<file path="src/rtl/instr_dcd_pkg.sv">
// Shared types and constants for the burst-capable SPI instruction decoder.
package instr_dcd_pkg;

  typedef enum logic [1:0] {
    IDLE    = 2'd0,
    RD_WAIT = 2'd1,
    XFER    = 2'd2,
    DONE    = 2'd3
  } state_t;

  localparam int RW_BIT  = 7;
  localparam int INC_BIT = 6;

  function automatic int data_w(input int data_bytes);
    return 8 * data_bytes;
  endfunction

endpackage

</file>
<file path="src/rtl/instr_dcd_burst_if.sv">
// Byte-side SPI signals and register-file bus seen by the decoder.
interface instr_dcd_burst_if #(
  parameter int ADDR_W = 6,
  parameter int DATA_W = 16
);
  logic              frame_active;
  logic              byte_sync;
  logic [7:0]        data_in;
  logic [7:0]        data_out;
  logic              read;
  logic              write;
  logic [ADDR_W-1:0] addr;
  logic [DATA_W-1:0] data_read;
  logic [DATA_W-1:0] data_write;
  logic              busy;

  modport master (
    input  frame_active, byte_sync, data_in, data_read,
    output data_out, read, write, addr, data_write, busy
  );

  modport slave (
    output frame_active, byte_sync, data_in, data_read,
    input  data_out, read, write, addr, data_write, busy
  );
endinterface

</file>
<file path="src/rtl/instr_dcd_burst_byte_shifter.sv">
// MSB-first word shifter with parallel load; remain down-counts to the last byte of a word.
module instr_dcd_burst_byte_shifter
  import instr_dcd_pkg::*;
#(
  parameter  int DATA_BYTES = 2,
  localparam int DATA_W     = data_w(DATA_BYTES)
) (
  input  logic              clk,
  input  logic              rst,
  input  logic              clr,
  input  logic              load,
  input  logic [DATA_W-1:0] load_word,
  input  logic              shift,
  input  logic [7:0]        shift_in,
  output logic [DATA_W-1:0] shifted,
  output logic [7:0]        msb_byte,
  output logic              last
);
  localparam logic [1:0] REMAIN_INIT = 2'(DATA_BYTES - 1);

  logic [DATA_W-1:0] word;
  logic [1:0]        remain;

  assign shifted  = DATA_W'({word, shift_in});
  assign msb_byte = word[DATA_W-1 -: 8];
  assign last     = (remain == 2'd0);

  always_ff @(posedge clk or posedge rst) begin
    if (rst) begin
      word   <= '0;
      remain <= REMAIN_INIT;
    end else if (clr) begin
      word   <= '0;
      remain <= REMAIN_INIT;
    end else if (load) begin
      word   <= load_word;
      remain <= REMAIN_INIT;
    end else if (shift) begin
      word   <= shifted;
      remain <= last ? REMAIN_INIT : remain - 2'd1;
    end
  end
endmodule

</file>
<file path="src/rtl/instr_dcd_burst.sv">
// SPI instruction decoder moving multi-byte register words, with auto-increment bursts.
//   state   | meaning
//   IDLE    | waiting for the instruction byte of a frame
//   RD_WAIT | read strobe issued, waiting RD_LAT cycles for data_read
//   XFER    | shifting data bytes (write assembly or read readout)
//   DONE    | word finished without increment; ignore bytes until frame ends
module instr_dcd_burst
  import instr_dcd_pkg::*;
#(
  parameter int ADDR_W     = 6,
  parameter int DATA_BYTES = 2,
  parameter int RD_LAT     = 1
) (
  input  logic               clk,
  input  logic               rst,
  instr_dcd_burst_if.master  bus
);
  localparam int DATA_W = data_w(DATA_BYTES);

  state_t            state, state_d;
  logic              rw_q, inc_q;
  logic [ADDR_W-1:0] addr_q;
  logic              read_q, write_q;
  logic [DATA_W-1:0] data_write_q;
  logic [1:0]        lat_cnt;

  logic              sh_clr, sh_load, sh_shift, sh_last;
  logic [DATA_W-1:0] sh_shifted;
  logic [7:0]        sh_msb;
  logic              read_d, write_d, lat_load, latch_ins, addr_inc;

  instr_dcd_burst_byte_shifter #(.DATA_BYTES(DATA_BYTES)) u_shifter (
    .clk       (clk),
    .rst       (rst),
    .clr       (sh_clr),
    .load      (sh_load),
    .load_word (bus.data_read),
    .shift     (sh_shift),
    .shift_in  (rw_q ? bus.data_in : 8'h00),
    .shifted   (sh_shifted),
    .msb_byte  (sh_msb),
    .last      (sh_last)
  );

  always_ff @(posedge clk or posedge rst) begin
    if (rst) state <= IDLE;
    else     state <= state_d;
  end

  always_comb begin
    state_d   = state;
    sh_clr    = 1'b0;
    sh_load   = 1'b0;
    sh_shift  = 1'b0;
    read_d    = 1'b0;
    write_d   = 1'b0;
    lat_load  = 1'b0;
    latch_ins = 1'b0;
    addr_inc  = 1'b0;
    // Chip-select release wins over everything, including a coincident byte.
    if (!bus.frame_active) begin
      state_d = IDLE;
      sh_clr  = 1'b1;
    end else begin
      case (state)
        IDLE: if (bus.byte_sync) begin
          latch_ins = 1'b1;
          sh_clr    = 1'b1;
          if (bus.data_in[RW_BIT]) begin
            state_d = XFER;
          end else begin
            read_d   = 1'b1;
            lat_load = 1'b1;
            state_d  = RD_WAIT;
          end
        end
        RD_WAIT: if (lat_cnt == 2'd0) begin
          sh_load = 1'b1;
          state_d = XFER;
        end
        XFER: if (rw_q) begin
          // Address advances only once the write strobe has used it.
          addr_inc = write_q && inc_q;
          if (bus.byte_sync) begin
            sh_shift = 1'b1;
            if (sh_last) begin
              write_d = 1'b1;
              if (!inc_q) state_d = DONE;
            end
          end
        end else if (bus.byte_sync) begin
          sh_shift = 1'b1;
          if (sh_last) begin
            if (inc_q) begin
              addr_inc = 1'b1;
              read_d   = 1'b1;
              lat_load = 1'b1;
              state_d  = RD_WAIT;
            end else begin
              state_d = DONE;
            end
          end
        end
        DONE:    state_d = DONE;
        default: state_d = IDLE;
      endcase
    end
  end

  always_ff @(posedge clk or posedge rst) begin
    if (rst) begin
      rw_q         <= 1'b0;
      inc_q        <= 1'b0;
      addr_q       <= '0;
      read_q       <= 1'b0;
      write_q      <= 1'b0;
      data_write_q <= '0;
      lat_cnt      <= 2'd0;
    end else begin
      read_q  <= read_d;
      write_q <= write_d;
      if (write_d) data_write_q <= sh_shifted;
      if (latch_ins) begin
        rw_q   <= bus.data_in[RW_BIT];
        inc_q  <= bus.data_in[INC_BIT];
        addr_q <= bus.data_in[ADDR_W-1:0];
      end else if (addr_inc) begin
        addr_q <= addr_q + ADDR_W'(1);
      end
      if (lat_load)                                lat_cnt <= 2'(RD_LAT);
      else if (state == RD_WAIT && lat_cnt != 2'd0) lat_cnt <= lat_cnt - 2'd1;
    end
  end

  assign bus.read       = read_q;
  assign bus.write      = write_q;
  assign bus.addr       = addr_q;
  assign bus.data_write = data_write_q;
  assign bus.data_out   = (state == XFER && !rw_q) ? sh_msb : 8'h00;
  assign bus.busy       = (state != IDLE);
endmodule

</file>
<file path="src/flat_wrapper.sv">
// flat-port wrapper written by rule: the top's interface ports become plain ports
module instr_dcd_burst_flat import instr_dcd_pkg::*;
#(
  parameter int ADDR_W     = 6,
  parameter int DATA_BYTES = 2,
  parameter int RD_LAT     = 1
)
  (clk, rst, bus_frame_active, bus_byte_sync, bus_data_in, bus_data_read, bus_data_out, bus_read, bus_write, bus_addr, bus_data_write, bus_busy);
  instr_dcd_burst_if #(.ADDR_W(ADDR_W), .DATA_W((16))) bus_i ();
  input  logic clk;
  input  logic rst;
  input wire logic [$bits(bus_i.frame_active)-1:0] bus_frame_active;
  input wire logic [$bits(bus_i.byte_sync)-1:0] bus_byte_sync;
  input wire logic [$bits(bus_i.data_in)-1:0] bus_data_in;
  input wire logic [$bits(bus_i.data_read)-1:0] bus_data_read;
  output wire logic [$bits(bus_i.data_out)-1:0] bus_data_out;
  output wire logic [$bits(bus_i.read)-1:0] bus_read;
  output wire logic [$bits(bus_i.write)-1:0] bus_write;
  output wire logic [$bits(bus_i.addr)-1:0] bus_addr;
  output wire logic [$bits(bus_i.data_write)-1:0] bus_data_write;
  output wire logic [$bits(bus_i.busy)-1:0] bus_busy;
  assign bus_i.frame_active = bus_frame_active;
  assign bus_i.byte_sync = bus_byte_sync;
  assign bus_i.data_in = bus_data_in;
  assign bus_i.data_read = bus_data_read;
  assign bus_data_out = bus_i.data_out;
  assign bus_read = bus_i.read;
  assign bus_write = bus_i.write;
  assign bus_addr = bus_i.addr;
  assign bus_data_write = bus_i.data_write;
  assign bus_busy = bus_i.busy;
  instr_dcd_burst #(.ADDR_W(ADDR_W), .DATA_BYTES(DATA_BYTES), .RD_LAT(RD_LAT)) u_core (.clk(clk), .rst(rst), .bus(bus_i));
endmodule
</file>
<file path="config.mk">
export PLATFORM = sky130hd
export DESIGN_NAME = instr_dcd_burst_flat
export DESIGN_NICKNAME = d
export VERILOG_FILES = /design/src/rtl/instr_dcd_pkg.sv /design/src/rtl/instr_dcd_burst_if.sv /design/src/rtl/instr_dcd_burst_byte_shifter.sv /design/src/rtl/instr_dcd_burst.sv /design/src/flat_wrapper.sv
export SDC_FILE = /design/constraint.sdc
export NUM_CORES = 1
export LEC_CHECK = 0
export CORE_MARGIN = 8
export CORE_UTILIZATION = 35
export DETAILED_ROUTE_END_ITERATION = 6
export DONT_BUFFER_PORTS = 1
export GPL_TIMING_DRIVEN = 0
export PLACE_DENSITY = 0.6
export REMOVE_ABC_BUFFERS = 1
export SYNTH_ARGS = -nofsm -noshare
export SYNTH_HDL_FRONTEND = slang
export SYNTH_SLANG_ARGS = --single-unit
</file>
<file path="constraint.sdc">
create_clock -name clk -period 2.9 [get_ports clk]
set_clock_uncertainty 0.2 [all_clocks]
set_input_delay 0.145 -clock clk [delete_from_list [all_inputs] [get_ports clk]]
set_output_delay 0.145 -clock clk [all_outputs]
set_load 0.03 [all_outputs]
</file>
==> flow_summary_export.csv, run 1 <==
group,metric,value,unit
min_path,hold_path_class,"input pin to asynchronous set/reset pin",
sta,setup_viol,0,
layout,drive_gt1_share,16.96,%
logic_synthesis,syn_area_per_cell,11.74,sq um
clocking,path_clk_slew,90,ps
clocking,cts_made_buffers,5,
sta,fin_crit_sh,86.80,%
critical_path,startpoint,"u_core.lat_cnt[0]",
critical_path,r2r_start,"u_core.lat_cnt[0]",
sta,rsz0062_at_grt,"no",
pwr,powerDensity,568.7,nW/um^2
critical_path,regToRegEndpoint,"u_core.u_shifter.word[4]",
grt,grt_use_met2,18.85,%
pwr,leakage,1.270,nW
critical_path,path_class,"register to register",
grt,grt_usage,12.35,%
logic_synthesis,ys_warn_count,0,
critical_path,r2r_cells,6,
sta,relSlewSlack,13.32,%
route,vias,1676,
die,die_width,97.28,um
sta,period_needed,2517,ps
route,drt-wirelength-per-cell,19.31,um
placement,io_buffers,0,
placement,hpwl,4083,um
die,io_pins,61,
route,drtAntennaViolNets,0,
clocking,numClockSinks,48,
grt,antenna_found_initial,0,
grt,overflow,0,
route,drt-total-wl,5811,um
clocking,cts_setup_buffers,0,
sta,slew_viol_final,0,
grt,grt_pass1_vias,1785,
grt,use_met3,4.694,%
status,outcome,"finished clean",
logic_synthesis,synth-seq-cells,48,
logic_synthesis,synth_largest_area_cell,"dfrtp_1",
sta,hold_violations,0,
die,die_h,97.28,um
die,start_util,36.21,%
placement,dp_slack,390.3,ps
layout,antenna_cells,0,
critical_path,end_kind,"register",
route,viasPerCell,5.568,
logic_synthesis,synth_cells,197,
critical_path,r2r_slack,380,ps
clocking,cts.path.max_buffers,2,
logic_synthesis,synth.top_cell.area_share,50.87,%
logic_synthesis,netlist_top_cells_area,"dfrtp_1 51%, mux2_2 8.8%, o2bb2ai_1 6.1%",
sta,setup_ws,382.7,ps
critical_path,cp-start-kind,"register",
placement,routabilityCongestion,0.7626,
clocking,clock_latency,300,ps
clocking,clockRootBuffer,"clkbuf_8",
sta,worst_slew_pin_slew,1292,ps
die,core,6386,sq um
critical_path,cp.arrival,2450,ps
logic_synthesis,yosysSeqAreaShare,52.00,%
critical_path,required,2830,ps
flow_run,max_cap_violations,0,
pwr,p_total,1.575,mW
logic_synthesis,yosys.cell_types.count,47,
layout,fillers,619,
layout,most-common-layout-cells,"47 x dfrtp_1, 29 x dlygate4sd3_1, 18 x mux2_2, 16 x o2bb2ai_1",
route,first_pass_iters,4,
grt,use_met1,15.67,%
grt,busiest_layer,"met2",
die,die_area,9463,sq um
critical_path,worst-path-max-fanout,16,
route,drc,0,
sta,tns,0,ps
clocking,cts_tree,"done",
logic_synthesis,syn-cell-area,2312,sq um
grt,grt_pass1_wl,9584,um
sta,max_clock_freq,397.2,MHz
layout,layout_commonest_cell,"dfrtp_1",
die,num_rows,29,
grt,grt_max_degree,37,
clocking,cts.htree.levels,2,
pwr,ir_worst_vdd,0.3005,mV
route,drtIter0Drc,63,
layout,nets,254,
layout,area_delta_synth_final,19.81,%
## layer usage
layer | vias to the layer above | share of wire (%)
li1 | 778 | -
met1 | 827 | 46
met2 | 66 | 45
met3 | 5 | 8.2
met4 | 0 | 1.0
met5 | - | 0
## worst max-delay path, cell delays in order, from the launching register on
cell and delay (ps):
dfrtp_1 400, inv_1 70, ha_1 200, nand4b_1 730, and3_1 510, a21oi_1 160
o2bb2ai_1 80
## cell type report
| cell class | count | area [sq um] | share of cell area (%) |
|---|---|---|---|
| clock buffers | 7 | 96.34 | 3.478 |
| inverters | 7 | 26.28 | 0.9485 |
| multi-input cells | 131 | 1031 | 37.22 |
| flip-flops and latches | 48 | 1202 | 43.41 |
| well taps | 77 | 96.34 | 3.478 |
| repair buffers | 31 | 317.8 | 11.47 |
## how the worst max path moves through the flow
| stage | to | slack, ps | cells after the start |
|---|---|---|---|
| floorplan | u_core.bus.addr[0] | 710 | 3 |
| CTS | bus_data_out[0] | 60 | 2 |
| finish | u_core.u_shifter.word[4] | 380 | 6 |
| detailed placement | u_core.u_shifter.word[4] | 390 | 6 |
| global placement | u_core.bus.addr[4] | 190 | 3 |
| global route | u_core.u_shifter.word[4] | 180 | 6 |
## cell families (layout without fill, tap and decap cells)
| family | Yosys count | in the layout | share of synthesized area (%) |
|---|---|---|---|
| muxes | 28 | 28 | 13.10 |
| adders and majority gates | 2 | 2 | 1.082 |
| xor gates and xnor gates | 1 | 1 | 0.3789 |
| DFF | 48 | 48 | 52.00 |
| and+or+nand+nor | 54 | 54 | 14.34 |
| buffers and inverters | 18 | 45 | 3.896 |
| AOI/OAI and AO/OA | 46 | 46 | 15.21 |
## stage by stage
step                      utilization (%)  hold slack, ps  cell area [sq um]  std cells
after floorplan                         -           51.24               2248        186
after global routing                43.38           50.15               2770        301
after detailed placement            37.25          -195.8               2379        265
after CTS                           43.30           36.24               2765        301
final                               43.38           32.74               2770        301
after global placement              36.72           68.54               2345        263
## synth_stat cells (all sizes together)
cell	n
and3	10
or4b	1
and4	1
nor4bb	1
a32oi	1
buf	7
nor2b	1
o22ai	1
a211o	2
a21o	1
a2111oi	1
dfrtp	47
a31oi	1
nand4	1
a311oi	1
nand2	7
a21oi	12
inv	7
mux2i	10
o21ai	4
nand2b	2
and2	9
and3b	2
nor4	1
ha	2
nand4b	2
o2bb2ai	16
mux2	18
o311ai	1
o31ai	2
nand3	3
nor3b	2
nor3	2
nor2	7
or2	1
a221o	2
dfstp	1
xnor2	1
a211oi	1
nand3b	1
clkbuf	4
## repair_timing
item	CTS	global route
endpoints found under the hold margin	85	0
resized for setup	0	1
setup endpoints to repair	0	8
hold buffers	29	0
## state kept, by name (all words and copies together), names as in the netlist
| register | count |
|---|---|
| u_core.u_shifter.remain | 2 |
| u_core.bus.data_write | 16 |
| u_core.inc_q | 1 |
| u_core.state | 2 |
| u_core.bus.read | 1 |
| u_core.bus.write | 1 |
| u_core.lat_cnt | 2 |
| u_core.u_shifter.word | 16 |
| u_core.rw_q | 1 |
| u_core.bus.addr | 6 |
## power breakdown
group,total (mW),switching (mW),internal [mW],leakage [nW]
Combinational,0.267,0.137,0.130,0.576
Sequential,0.880,0.149,0.731,0.644
Clock,0.429,0.216,0.213,0.0503
Note: power is estimated with default switching activity, not from simulation.
==> run 2, diff against run 1 <==
--- a/config.mk
+++ b/config.mk
@@ -14,4 +14,5 @@
 export REMOVE_ABC_BUFFERS = 1
 export SYNTH_ARGS = -nofsm -noshare
 export SYNTH_HDL_FRONTEND = slang
+export SYNTH_HIERARCHICAL = 1
 export SYNTH_SLANG_ARGS = --single-unit
==> flow_summary_export.csv, run 2 <==
group,metric,value,unit
logic_synthesis,syn_area_per_cell,11.33,sq um
pwr,ir_worst_vdd,0.1952,mV
critical_path,cp-start-kind,"register",
logic_synthesis,synth_common_cells,"47 x dfrtp_1, 17 x a211oi_1, 17 x mux2i_1",
clocking,numClockSinks,48,
clocking,cts.htree.levels,2,
sta,relSlewSlack,51.56,%
grt,grt_usage,12.36,%
layout,stdcell_area,2948,sq um
die,start_util,35.95,%
clocking,cts_tree,"done",
layout,fin_util,40.86,%
sta,rsz0062_at_grt,"no",
route,drtAntennaViolNets,0,
sta,setup_ws,447.8,ps
route,first_pass_iters,4,
status,outcome,"finished clean",
pwr,leakage,1.218,nW
logic_synthesis,netlist_top_cells_area,"dfrtp_1 45%, mux2i_1 6.6%, mux2_4 5.2%",
die,io_pins,61,
min_path,whs_path_depth,3,
flow_run,max_cap_violations,0,
logic_synthesis,syn-cell-area,2594,sq um
critical_path,path_class,"register to register",
sta,hold_violations,0,
critical_path,r2r_cells,4,
sta,setup_viol,0,
layout,most-common-layout-cells,"47 x dfrtp_1, 28 x dlygate4sd3_1, 17 x a211oi_1, 17 x mux2i_1",
route,drc,0,
clocking,cts.path.max_buffers,2,
logic_synthesis,ys_warn_count,6,
die,core,7214,sq um
pwr,powerDensity,512.1,nW/um^2
placement,io_buffers,0,
logic_synthesis,synth_ff_type,"dfrtp_1",
logic_synthesis,yosys.cell_types.count,45,
critical_path,end_kind,"register",
sta,slew_viol_final,0,
logic_synthesis,synth.top_cell.area_share,45.34,%
placement,place_area,2560,sq um
route,drtIter0Drc,72,
logic_synthesis,synth_edf_count,0,
logic_synthesis,yosysMostFrequentCell,"dfrtp_1",
layout,antenna_cells,0,
sta,max_clock_freq,407.8,MHz
placement,hpwl,4456,um
clocking,cts_made_buffers,5,
sta,period_needed,2452,ps
grt,overflow,0,
layout,area_delta_synth_final,13.65,%
critical_path,worst-path-max-fanout,19,
grt,grt_max_degree,31,
sta,fin_crit_sh,84.56,%
logic_synthesis,synth_cells,229,
layout,layout_commonest_cell,"dfrtp_1",
clocking,path_clk_slew,90,ps
min_path,hold_path_class,"input pin to register",
clocking,clock_latency,290,ps
sta,worst_slew_pin_slew,725.9,ps
route,drt-total-wl,6358,um
die,die_area,10420,sq um
route,vias,1741,
grt,grt_pass1_vias,1804,
logic_synthesis,yosysSeqAreaShare,46.36,%
die,die_width,102.1,um
sta,tns,0,ps
clocking,clockRootBuffer,"clkbuf_8",
grt,grt_pass1_wl,9956,um
route,drt-wirelength-per-cell,18.43,um
logic_synthesis,synth_largest_area_cell,"dfrtp_1",
placement,routabilityCongestion,0.7751,
critical_path,cp.arrival,2430,ps
critical_path,required,2880,ps
die,die_h,102.1,um
grt,antenna_found_initial,0,
die,num_rows,31,
route,viasPerCell,5.046,
logic_synthesis,synth-seq-cells,48,
logic_synthesis,postSynth.asyncResetShare,100.0,%
layout,drive_gt1_share,14.23,%
layout,nets,275,
placement,dp_slack,435.9,ps
[run 2: cell count changes after synthesis, sizes merged, moves of 5 or more]
cell / change
a21oi: -8
a211oi: +18
buf: +10
mux2i: +7
nor2b: +15
o2bb2ai: -15
and3: -5
and2: +7
[run 2: metrics by stage]
step	hold slack, ps	total power [mW]	cells
after floorplan	-117.2	1.027	208
after global placement	0.5806	1.093	307
after detailed placement	-5.111	1.102	308
after CTS	3.387	1.530	344
after global routing	37.47	1.601	345
final	17.34	1.509	345
[run 2: path summary, 6_finish.rpt]
| path | startpoint | end | slack, ps |
|---|---|---|---|
| hold / removal | bus_frame_active | u_core/bus.addr[5] | 20 |
| hold reg to reg | u_core/u_shifter/remain[0] | u_core/u_shifter/remain[0] | 320 |
| setup reg to reg | u_core/state[0] | u_core/bus.data_write[9] | 450 |
| min in group asynchronous | rst | u_core/bus.data_write[7] | 110 |
| max in group asynchronous | rst | u_core/u_shifter/word[7] | 1790 |
| setup / recovery | u_core/state[0] | u_core/bus.data_write[9] | 450 |
[run 2: routing by layer]
metal	part of all wire, %	up-vias	GRT usage (%)
met5	0	-	0
met4	0.35	0	2.709
met3	7.9	2	4.223
met2	46	46	19.49
met1	46	860	15.91
li1	-	833	-
[run 2: logic make-up after synthesis]
family,count (synthesis),share of synthesized area [%]
AO/OA/AOI/OAI,40,11.39
adder cells (fa/ha/maj),2,0.9646
XOR/XNOR,1,0.3377
multiplexers,35,15.68
buffers and inverters,31,8.152
flip-flops,48,46.36
AND/OR/NAND/NOR,72,17.13
[run 2: report_power, final]
group	switching (mW)	leakage, nW	internal [mW]
Sequential	0.124	0.640	0.722
Clock	0.213	0.0395	0.172
Combinational	0.148	0.539	0.130
Total	0.485	1.22	1.02
[run 2: critical path, cell delays in order, from the launching register on]
cell      delay, ps
dfrtp_1         480
nand2b_4        210
nor2_4          560
and3_4          510
mux2_2          380
[run 2: cell type report]
cell class                      count  area [sq um]
Fill cell                         734          4267
Sequential cell                    48          1202
Multi-Input combinational cell    150          1185
Timing Repair Buffer               30         319.1
Tap cell                           99         123.9
Clock buffer                        8         80.08
Inverter                           10         37.54
[run 2: timing repair]
item,in CTS,in global routing
gates resized for setup,0,0
hold buffers,28,0
buffers inserted,0,0
endpoints found under the hold margin,84,0
endpoints found under the setup margin,0,0
==> run 3, diff against run 2 <==
--- a/config.mk
+++ b/config.mk
@@ -10,7 +10,7 @@
 export DETAILED_ROUTE_END_ITERATION = 6
 export DONT_BUFFER_PORTS = 1
 export GPL_TIMING_DRIVEN = 0
-export PLACE_DENSITY = 0.6
+export PLACE_DENSITY = 0.62
 export REMOVE_ABC_BUFFERS = 1
 export SYNTH_ARGS = -nofsm -noshare
 export SYNTH_HDL_FRONTEND = slang
==> constraint.sdc (replaced) <==
create_clock -name clk -period 2.2 [get_ports clk]
set_clock_uncertainty 0.2 [all_clocks]
set_input_delay 0.11 -clock clk [delete_from_list [all_inputs] [get_ports clk]]
set_output_delay 0.11 -clock clk [all_outputs]
set_load 0.03 [all_outputs]
==> flow_summary_export.csv, run 3 (same netlist as run 2, synthesis figures left out) <==
group,metric,value,unit
status,outcome,"finished clean",
clocking,cts.htree.levels,2,
route,drtAntennaViolNets,0,
route,drtIter0Drc,77,
route,viasPerCell,5.248,
die,start_util,35.95,%
route,vias,1821,
die,core,7214,sq um
flow_run,max_cap_violations,0,
sta,max_clock_freq,485.9,MHz
placement,placedCellCount,307,
route,met3WireLength,545,um
route,drc,0,
grt,grt_pass1_vias,1861,
route,drt-wirelength-per-cell,19.18,um
critical_path,r2r_slack,170,ps
clocking,path_clk_slew,90,ps
clocking,numClockSinks,48,
critical_path,regToRegEndpoint,"u_core/bus.addr[5]",
sta,slew_viol_final,0,
grt,antenna_found_initial,0,
route,drt-total-wl,6655,um
pwr,p_total,2.371,mW
route,top_layer,"met4",
sta,relSlewSlack,52.19,%
critical_path,critPathSlowestCell,"dfrtp_1",
die,io_pins,61,
layout,area_delta_synth_final,17.85,%
die,die_width,102.1,um
critical_path,cp_num_buf_inv,0,
min_path,whs_endpoint,"u_core/bus.addr[4]",
critical_path,path_class,"register to output port",
min_path,min_from,"bus_data_in[4]",
die,num_rows,31,
route,first_pass_iters,4,
critical_path,cp.arrival,1750,ps
critical_path,path_delay_family,"simple AND/OR/NAND/NOR gates",
sta,worst_slew_pin_slew,716.3,ps
route,m1WireLength,2859,um
min_path,hold_path_class,"input pin to register",
pwr,ir_worst_vdd,0.3149,mV
clocking,clock_latency,300,ps
clocking,cts.path.max_buffers,2,
layout,most-common-layout-cells,"47 x dfrtp_1, 28 x dlygate4sd3_1, 17 x a211oi_1, 17 x mux2i_1",
sta,whs,9.739,ps
grt,grt_max_degree,31,
critical_path,required,1890,ps
sta,tns,0,ps
clocking,cts_tree,"done",
grt,grt_pass1_wl,10520,um
sta,setup_viol,0,
sta,rsz0062_at_grt,"no",
layout,layout_commonest_cell,"dfrtp_1",
sta,hold_violations,0,
route,wl_met2,3184,um
critical_path,r2r_start,"u_core/rw_q",
layout,layout.cells.non_filler,347,
placement,io_buffers,0,
grt,grt_usage,13.25,%
layout,nets,277,
sta,period_needed,2058,ps
critical_path,end_kind,"output port",
min_path,whs_path_depth,3,
critical_path,max_stage_delay,580,ps
layout,drive_gt1_share,17.74,%
clocking,cts_made_buffers,5,
critical_path,path_cells,"nand2b_4 > nor2_2 > and2_1",
pwr,leakage,1.271,nW
placement,hpwl,4450,um
clocking,clockRootBuffer,"clkbuf_8",
critical_path,r2r_cells,4,
grt,overflow,0,
placement,routabilityCongestion,0.7671,
sta,fin_crit_sh,93.55,%
die,die_h,102.1,um
layout,fillers,726,
critical_path,cp-start-kind,"register",
die,die_area,10420,sq um
pwr,powerDensity,775.8,nW/um^2
critical_path,worst-path-max-fanout,8,
layout,antenna_cells,0,
==> run 3: cell types whose count changed in the layout (fill, tap and decap cells not counted), sizes merged <==
cell,before,now
clkinvlp,0,1
buf,2,4
clkinv,1,0
clkbuf,8,5
bufinv,0,3
==> run 3: layout make-up <==
class | instances | area [sq um] | share of cell area [%]
tap | 99 | 123.9 | 4.052
sequential | 48 | 1202 | 39.34
clock buffer | 5 | 68.82 | 2.251
inverter | 10 | 41.29 | 1.351
multi-input combinational | 150 | 1200 | 39.26
timing repair buffer | 32 | 330.3 | 10.81
clock inverter | 3 | 90.09 | 2.947
==> run 3: worst min-delay path: stages <==
cell	delay (ps)
or3_1	70
o21ai_0	70
a311oi_1	200
==> run 3: worst max path at each step <==
stage | start | to | slack (ps) | cells after the start
global placement | u_core/lat_cnt[0] | u_core/u_shifter/word[12] | -1260 | 6
floorplan | u_core/lat_cnt[0] | u_core/u_shifter/word[0] | -80 | 6
detailed placement | u_core/lat_cnt[0] | u_core/u_shifter/word[15] | -600 | 6
finish | u_core/state[1] | bus_data_out[4] | 140 | 3
global route | u_core/state[1] | bus_data_out[2] | 40 | 3
CTS | u_core/state[1] | bus_data_out[7] | 120 | 3
==> run 3: stage by stage <==
stage	area [sq um]	setup WS, ps	util (%)
6_report	3057	141.9	42.37
5_1_grt	3057	37.98	42.37
4_1_cts	3025	118.6	41.94
3_5_place_dp	2549	-596.3	35.33
3_3_place_gp	2544	-1258	35.26
2_1_floorplan	2420	-76.23	-
==> run 3: what timing repair did <==
| item | in CTS | in global routing |
|---|---|---|
| endpoints found under the setup margin | 41 | 1 |
| hold endpoints to repair | 84 | 0 |
| buffers inserted | 3 | 0 |
| cloned | 0 | 0 |
| hold buffers | 28 | 0 |
| gates resized for setup | 4 | 1 |
| pin swaps | 2 | 0 |
==> run 3: per-layer routing <==
metal  vias up  GRT usage, %
li1        842             -
met1       922         16.39
met2        51         21.24
met3         6         4.768
met4         0         3.612
met5         -             0
==> run 3: where the power goes <==
part	leakage [nW]	internal [mW]	switching, mW
clock network	0.0784	0.568	0.308
registers	0.640	0.952	0.167
logic	0.553	0.174	0.202
total	1.27	1.69	0.677
